===== src/rtl/paddle_controller.sv =====
// paddle_controller
//   Turns single-cycle up/down step pulses into a clamped vertical paddle
//   position. Steps collect in a saturating signed pending counter and are
//   applied once per frame on frame_tick, so paddle_y is stable across the
//   visible frame.
//
// Ports
//   clk        : system clock, rising edge
//   reset      : asynchronous, active-high
//   up / down  : one-cycle step pulses (toward y=0 / toward y=YMAX)
//   frame_tick : one-cycle pulse at start of vertical blanking
//   recenter   : return paddle to center (priority over frame_tick)
//   enable     : 1 = track input, 0 = paddle frozen
//   paddle_y   : top edge of paddle, 0 .. YMAX
//   moving     : one-cycle pulse when the last update changed paddle_y
//   at_top     : paddle_y == 0
//   at_bottom  : paddle_y == YMAX
module paddle_controller #(
  parameter int unsigned SCREEN_HEIGHT = 480,
  parameter int unsigned PADDLE_HEIGHT = 64,
  parameter int unsigned STEP          = 8,
  parameter int unsigned MAX_PENDING   = 7,
  parameter int unsigned POS_WIDTH     = 10
) (
  input  logic                 clk,
  input  logic                 reset,
  input  logic                 up,
  input  logic                 down,
  input  logic                 frame_tick,
  input  logic                 recenter,
  input  logic                 enable,
  output logic [POS_WIDTH-1:0] paddle_y,
  output logic                 moving,
  output logic                 at_top,
  output logic                 at_bottom
);

  localparam int unsigned YMAX   = SCREEN_HEIGHT - PADDLE_HEIGHT;
  localparam int unsigned CENTER = YMAX / 2;

  // Pending counter: sign bit plus enough magnitude bits for MAX_PENDING.
  localparam int unsigned PEND_W = $clog2(MAX_PENDING + 1) + 1;
  // Position arithmetic: headroom for the signed step product and overshoot.
  localparam int unsigned CALC_W = POS_WIDTH + PEND_W + $clog2(STEP + 1) + 1;

  localparam logic [POS_WIDTH-1:0]     YMAX_Y   = POS_WIDTH'(YMAX);
  localparam logic [POS_WIDTH-1:0]     CENTER_Y = POS_WIDTH'(CENTER);
  localparam logic signed [CALC_W-1:0] YMAX_S   = CALC_W'(YMAX);
  localparam logic signed [CALC_W-1:0] STEP_S   = CALC_W'(STEP);
  localparam logic signed [PEND_W-1:0] PEND_MAX = PEND_W'(MAX_PENDING);
  localparam logic signed [PEND_W-1:0] PEND_MIN = -PEND_MAX;
  localparam logic                     CENTER_AT_TOP = (CENTER == 0);
  localparam logic                     CENTER_AT_BOT = (CENTER == YMAX);

  logic signed [PEND_W-1:0] pending;
  logic signed [PEND_W-1:0] ev_c;
  logic signed [PEND_W-1:0] pend_acc_c;
  logic signed [CALC_W-1:0] sum_c;
  logic [POS_WIDTH-1:0]     new_y_c;

  // Per-cycle step event, saturating accumulation and clamped frame target.
  always_comb begin
    ev_c       = '0;
    pend_acc_c = pending;
    sum_c      = '0;
    new_y_c    = paddle_y;

    if (down && !up) begin
      ev_c = PEND_W'(1);
    end else if (up && !down) begin
      ev_c = '1;
    end

    if ((ev_c > 0 && pending != PEND_MAX) || (ev_c < 0 && pending != PEND_MIN)) begin
      pend_acc_c = pending + ev_c;
    end

    sum_c = $signed({{(CALC_W - POS_WIDTH){1'b0}}, paddle_y}) + CALC_W'(pending) * STEP_S;

    if (sum_c[CALC_W-1]) begin
      new_y_c = '0;
    end else if (sum_c > YMAX_S) begin
      new_y_c = YMAX_Y;
    end else begin
      new_y_c = POS_WIDTH'(sum_c);
    end
  end

  // Position, pending counter and flags. Recenter wins over frame_tick;
  // a pulse coincident with frame_tick seeds the next frame's pending.
  always_ff @(posedge clk or posedge reset) begin
    if (reset) begin
      paddle_y  <= CENTER_Y;
      pending   <= '0;
      moving    <= 1'b0;
      at_top    <= CENTER_AT_TOP;
      at_bottom <= CENTER_AT_BOT;
    end else begin
      moving <= 1'b0;
      if (recenter) begin
        paddle_y  <= CENTER_Y;
        pending   <= '0;
        moving    <= (paddle_y != CENTER_Y);
        at_top    <= CENTER_AT_TOP;
        at_bottom <= CENTER_AT_BOT;
      end else if (!enable) begin
        pending <= '0;
      end else if (frame_tick) begin
        paddle_y  <= new_y_c;
        pending   <= ev_c;
        moving    <= (new_y_c != paddle_y);
        at_top    <= (new_y_c == '0);
        at_bottom <= (new_y_c == YMAX_Y);
      end else begin
        pending <= pend_acc_c;
      end
    end
  end

endmodule


===== config.mk =====
export PLATFORM = sky130hd
export DESIGN_NAME = paddle_controller
export DESIGN_NICKNAME = d
export VERILOG_FILES = /design/src/rtl/paddle_controller.sv
export SDC_FILE = /design/constraint.sdc
export NUM_CORES = 1
export LEC_CHECK = 0
export ABC_AREA = 1
export CAP_MARGIN = 20
export CORE_UTILIZATION = 54
export CTS_BUF_LIST = sky130_fd_sc_hd__clkbuf_2 sky130_fd_sc_hd__clkbuf_4 sky130_fd_sc_hd__clkbuf_8
export CTS_CLUSTER_SIZE = 25
export DETAILED_ROUTE_END_ITERATION = 7
export GPL_TIMING_DRIVEN = 0
export HOLD_SLACK_MARGIN = 0.08
export PLACE_DENSITY = 0.77
export RECOVER_POWER = 50
export SLEW_MARGIN = 20
export SYNTH_ARGS = -nofsm -noshare
export SYNTH_HDL_FRONTEND = slang
export SYNTH_SLANG_ARGS = --single-unit
export TNS_END_PERCENT = 50

===== constraint.sdc =====
create_clock -name clk -period 2.9 [get_ports clk]
set_clock_uncertainty 0.15 [all_clocks]
set_input_delay 0.58 -clock clk [delete_from_list [all_inputs] [get_ports clk]]
set_output_delay 0.58 -clock clk [all_outputs]
set_load 0.03 [all_outputs]

==> metrics.cfg, run 1 <==
[clock_network]
clockRootBuffer = clkbuf_4
post-cts-setup-buffers = 0
cts_tree = built
clk_latency_ps = 290
cts_buffers = 3
ctsLongestPathBuffers = 2
clock_sinks = 17
htreeDepth = 1
post_cts_resized = 0
clkTransAtPathRegs_ps = 100
cts_hold_buf = 0

[critical_path]
required_ps = 2930
worstSetupPathDepth = 16
slowest_stage = dfrtp_1
cpLargestDelayFamily = simple AND/OR/NAND/NOR gates
crit_type = reg -> reg
critPathCaptureType = flop
endpoint = moving
start_kind = flop
reg2reg_from = paddle_y[3]
cp.arrival_ps = 2740
path_max_fanout = 10
r2r_setup_slack_ps = 190
cp_slowest_stage_delay_ps = 440
r2r-end = moving
crit_buf_inv = 0
crit_chain = ha_1, fa_1, nand3_1, nand2_2, nand2_4, nand2_2, nand2_4, nor2_4, nor2_8, nand4_2, nand3_1, nand2_1, nor2_1, nand3_1, nand2_1, nand2_1
r2r_cells = 16
crit_start = paddle_y[3]

[finish]
final_cell_mix = 54 x nand2_1, 46 x inv_1, 20 x nor2_1
final_cells = 305
multi_input_area_um2 = 1080
layout_commonest_cell = nand2_1
syn2layout_area_growth_pct = 15.9
diodes = 0
fin_nets = 284
seqCellArea_um2 = 429
fillCellCount = 265
drive_gt1_share_pct = 15.3
fin_util_pct = 65.7

[sta]
fmax_mhz = 369
worstMarginPinSlew_ps = 624
slew_violations = 0
final.setup.tns_ps = 0
finalHoldViolations = 0
max_slew_margin_pct = 58.4
setup_ws_ps = 190
period_share_pct = 93.5
setup_viol = 0
fin_crit_ps = 2710
rsz0062_at_grt = false

[flow_run]
drv_cap = 0

[pwr]
p_leak_nw = 1.08
p_seq_share_pct = 35.8
switching_share_pct = 42.3
power.total_mw = 0.757
p_switching_mw = 0.320
power_frac_comb_pct = 47.6
p_int_mw = 0.437
pwr_density_cell_nw_per_um2 = 381
irDropWorstVdd_uv = 256
clock_power_share_pct = 16.6

[synthesis]
synth.area.top_cells = dfrtp_1 20%, nand2_1 12%, inv_1 10%
syn_nets = 260
synth_edf_count = 0
synth_top_area_cell = dfrtp_1
ys_seq_area_share_pct = 25.0
netlist_area_um2 = 1720
yosys.cell_types.count = 33
synth_ff_type = dfrtp_1
synth_cells = 238
synth_area_per_cell_um2 = 7.21
yosysWarnings = 0
async_flop_share_pct = 100
synth_top_area_share_pct = 20.4
ys_ff_latch = 17

[placement]
dp_cells = 301
portBuffers = 19
gp_congestion = 0.862
post-place-ws_ps = 143
hpwl_um = 2910

[floorplanning]
initial_core_util_pct = 56.7
die_y_um = 58.4
core_area_um2 = 3030
io_pins = 20
rows = 20
die_area_um2 = 3410
die_x_um = 58.4

[drt]
postRouteAntennaNets = 0
drtIter0Drc = 74
drt-pass1-iter-count = 4
vias = 1574
drc_errors = 0
viasPerCell = 5.16
routedWlPerCell_um = 11.5
wl_um = 3520

[global_route]
overflow = 0
grt_first_pass_wirelength_um = 6220
grt_use_total_pct = 23.9
grt_max_degree = 18
grt_pass1_vias = 1437
grt_antenna_before_repair = 0

[worst_hold_path]
hold_path_class = reg -> reg
min_from = at_top

[status]
status = finished clean

==> tightest hold or removal path, stage by stage, from the launching register on <==
cell and delay (ps):
dfrtp_1 350, nand2_1 50, o21ai_1 70
==> metal layers <==
metal  share of wire (%)  global-route usage (%)  vias up
li1                    -                       -      817
met5                   0                       0        -
met3                 4.7                    1.54        2
met1                  49                    33.8      713
met2                  46                    39.7       42
met4                0.31                    6.46        0
==> worst min path at each step <==
stage	to	slack (ps)	cells after the start
after detailed placement	at_top	340	2
after global routing	paddle_y[1]	400	2
final	at_top	350	2
after CTS	at_top	370	2
after global placement	at_bottom	340	2
after floorplan	at_bottom	350	1
==> stage by stage <==
step | cell area (um2) | hold slack, ps
6_report | 1990 | 355
5_1_grt | 1990 | 402
4_1_cts | 1990 | 369
3_5_place_dp | 1960 | 344
3_3_place_gp | 1960 | 338
2_1_floorplan | 1720 | 354
==> cell usage after synthesis (2+ instances only) <==
cell and number:
a21oi_1 5, a21oi_2 2, a22oi_1 2, dfrtp_1 14, dfstp_2 3, fa_1 2
ha_1 13, inv_1 46, inv_2 4, nand2_1 54, nand2_2 7, nand2_4 4
nand3_1 16, nand3_2 2, nand3_4 2, nand4_1 9, nand4_2 3, nor2_1 20
nor2_2 3, nor2_4 2, o21ai_0 5, o21ai_1 3, o22ai_1 5, o31ai_1 2
xor2_1 2
==> power groups by stage <==
| stage | sequential, mW | clock [mW] | combinational [mW] |
|---|---|---|---|
| after floorplan | 0.292 | 0 | 0.255 |
| after global placement | 0.276 | 0 | 0.356 |
| after detailed placement | 0.276 | 0 | 0.358 |
| after CTS | 0.272 | 0.132 | 0.359 |
| after global routing | 0.273 | 0.141 | 0.404 |
| final | 0.271 | 0.126 | 0.360 |
==> cells by family (layout without fill, tap and decap cells) <==
group / Yosys count / count (layout) / synth area share, %
XOR/XNOR: 3 / 3 / 1.53
adder cells (fa/ha/maj): 15 / 15 / 11.8
flip-flops: 17 / 17 / 25.0
buffers and inverters: 51 / 74 / 12.1
AND/OR/NAND/NOR: 124 / 124 / 38.7
AO/OA/AOI/OAI: 28 / 28 / 10.8
==> flip-flops by register name, indices dropped and copies added (netlist names) <==
signal	count
at_top	1
pending	4
at_bottom	1
moving	1
paddle_y	10
==> layout make-up <==
class                           count  area share, %
Sequential cell                    17           21.6
Inverter                           50           9.44
Buffer                              1           1.01
Clock inverter                      1          0.252
Timing Repair Buffer               19           9.57
Clock buffer                        3           1.13
Tap cell                           44           2.77
Multi-Input combinational cell    170           54.2
(Power assumes the default switching activity.)
==> inputs of run 2 (changes only) <==
--- a/config.mk
+++ b/config.mk
@@ -6,16 +6,15 @@
 export NUM_CORES = 1
 export LEC_CHECK = 0
 export ABC_AREA = 1
-export CAP_MARGIN = 20
 export CORE_UTILIZATION = 54
 export CTS_BUF_LIST = sky130_fd_sc_hd__clkbuf_2 sky130_fd_sc_hd__clkbuf_4 sky130_fd_sc_hd__clkbuf_8
 export CTS_CLUSTER_SIZE = 25
 export DETAILED_ROUTE_END_ITERATION = 7
 export GPL_TIMING_DRIVEN = 0
 export HOLD_SLACK_MARGIN = 0.08
+export MAX_ROUTING_LAYER = met4
 export PLACE_DENSITY = 0.77
 export RECOVER_POWER = 50
-export SLEW_MARGIN = 20
 export SYNTH_ARGS = -nofsm -noshare
 export SYNTH_HDL_FRONTEND = slang
 export SYNTH_SLANG_ARGS = --single-unit
==> run 2 against run 1 <==
  * Die area unchanged
  * Setup slack worse by 11 ps
  * Hold slack barely moved
  * Critical path depth did not move
  * Register-to-register slack barely moved
  * Flip-flop and latch count stayed put
  * Count of clock-buffer cells in the layout did not move
  * Power barely moved
  * Critical path type unchanged
  * Critical endpoint unchanged
  * Largest power group unchanged
  * Highest routed layer unchanged
==> metrics.cfg, run 2 (synthesis results as in run 1) <==
[status]
status = finished clean

[clock_network]
cts_buffers = 3  ; unchanged
clock_sinks = 17  ; unchanged
htreeDepth = 1  ; unchanged
clk_latency_ps = 290  ; about the same
post_cts_resized = 0  ; unchanged
clockRootBuffer = clkbuf_4
post-cts-setup-buffers = 0  ; unchanged
cts_tree = built
clkTransAtPathRegs_ps = 100  ; about the same
ctsLongestPathBuffers = 2  ; unchanged
cts_hold_buf = 0  ; unchanged

[critical_path]
required_ps = 2930  ; about the same
cp.arrival_ps = 2750  ; about the same
r2r_cells = 16  ; unchanged
start_kind = flop
r2r-end = moving
reg2reg_from = paddle_y[3]
critPathCaptureType = flop
r2r_setup_slack_ps = 180  ; about the same
crit_type = reg -> reg
path_max_fanout = 10  ; unchanged

[placement]
place_area_um2 = 1960  ; unchanged
gp_congestion = 0.875  ; +1.6%
hpwl_um = 2910  ; unchanged
post-place-ws_ps = 143  ; unchanged
portBuffers = 19  ; unchanged

[finish]
final_cell_mix = 54 x nand2_1, 46 x inv_1, 20 x nor2_1
largest_register_ffs = 10  ; unchanged
top_register = paddle_y
fin_util_pct = 65.7  ; unchanged
finalInstanceArea_um2 = 1990  ; unchanged
diodes = 0  ; unchanged
drive_gt1_share_pct = 15.3  ; unchanged
syn2layout_area_growth_pct = 15.9  ; unchanged
fin_nets = 284  ; unchanged
fillCellCount = 265  ; unchanged
largestRegisters = paddle_y x10, pending x4
layout_commonest_cell = nand2_1

[floorplanning]
die_y_um = 58.4  ; unchanged
initial_core_util_pct = 56.7  ; unchanged
die_x_um = 58.4  ; unchanged
die_area_um2 = 3410  ; unchanged
rows = 20  ; unchanged
io_pins = 20  ; unchanged
core_area_um2 = 3030  ; unchanged

[drt]
drt-pass1-iter-count = 4  ; unchanged
viasPerCell = 5.16  ; unchanged
postRouteAntennaNets = 0  ; unchanged
drc_errors = 0  ; unchanged
drtIter0Drc = 70  ; -5.4%
routedWlPerCell_um = 11.5  ; -0.11%
wl_um = 3520  ; -0.11%
vias = 1574  ; unchanged

[sta]
max_slew_margin_pct = 58.4  ; about the same
rsz0062_at_grt = false
fmax_mhz = 367  ; -0.41%
worstMarginPinSlew_ps = 624  ; -0.0191 ps
final.setup.tns_ps = 0  ; unchanged
fin_crit_ps = 2720  ; +11.2 ps
period_share_pct = 93.8  ; +0.38 points
slew_violations = 0  ; unchanged
finalHoldViolations = 0  ; unchanged
setup_viol = 0  ; unchanged
setup_ws_ps = 179  ; -11.2 ps

[global_route]
grt_max_degree = 18  ; unchanged
top_usage_layer = met2
overflow = 0  ; unchanged
grtUsageMet2_pct = 39.7  ; unchanged
grt_use_total_pct = 24.6  ; +0.73 points
grt_first_pass_wirelength_um = 6230  ; +0.11%
grt_antenna_before_repair = 0  ; unchanged
grt.met1_usage_pct = 33.8  ; unchanged
grt_pass1_vias = 1436  ; -0.070%
grt_use_met3_pct = 1.54  ; unchanged

[worst_hold_path]
hold_path_class = reg -> reg
worstHoldPathCells = 2  ; unchanged
min_from = at_top
hold_path_end = at_top

[flow_run]
drv_cap = 0  ; unchanged

[pwr]
p_leak_nw = 1.08  ; unchanged
power.total_mw = 0.758  ; about the same
irDropWorstVdd_uv = 256  ; about the same
pwr_density_cell_nw_per_um2 = 381  ; about the same

run 2: cell counts in the layout (fill, tap and decap cells not counted):
Identical to the previous run, type by type.
run 2: layout make-up:
cell class	count	area, um2	share of cell area (%)
Inverter	50	188	9.44
Multi-Input combinational cell	170	1080	54.2
Tap cell	44	55.1	2.77
Clock inverter	1	5.00	0.252
Buffer	1	20.0	1.01
Clock buffer	3	22.5	1.13
Sequential cell	17	429	21.6
Timing Repair Buffer	19	190	9.57
run 2: critical path, cell delays in order (launching register included):
cell and delay, ps:
dfrtp_1 450, ha_1 250, fa_1 420, nand3_1 130
nand2_2 100, nand2_4 80, nand2_2 60, nand2_4 100
nor2_4 60, nor2_8 170, nand4_2 180, nand3_1 100
nand2_1 60, nor2_1 100, nand3_1 80, nand2_1 60
nand2_1 50
run 2: power breakdown:
part	total, mW	leakage, nW	switching, mW	internal (mW)
Clock	0.126	0.0177	0.0744	0.0512
Combinational	0.361	0.840	0.228	0.133
Sequential	0.271	0.224	0.0179	0.253
run 2: worst max path at each step:
stage                       endpoint  slack (ps)        start  cells after the start
final                         moving         180  paddle_y[3]                     16
after global routing          moving           6  paddle_y[3]                     16
after CTS                     moving         200  paddle_y[3]                     16
after detailed placement  pending[3]         140         down                     11
after global placement    pending[3]         150         down                     11
after floorplan               moving         320  paddle_y[3]                     17
run 2: metal layers:
| metal | share of wire [%] | up-vias |
|---|---|---|
| met4 | 0.88 | 0 |
| met3 | 6.5 | 4 |
| li1 | - | 813 |
| met5 | 0 | - |
| met2 | 45 | 45 |
| met1 | 47 | 712 |
run 2: metrics by stage:
step	hold slack, ps	cells
finish	355	305
global route	402	305
CTS	369	305
detailed placement	344	301
global placement	338	301
floorplan	354	238
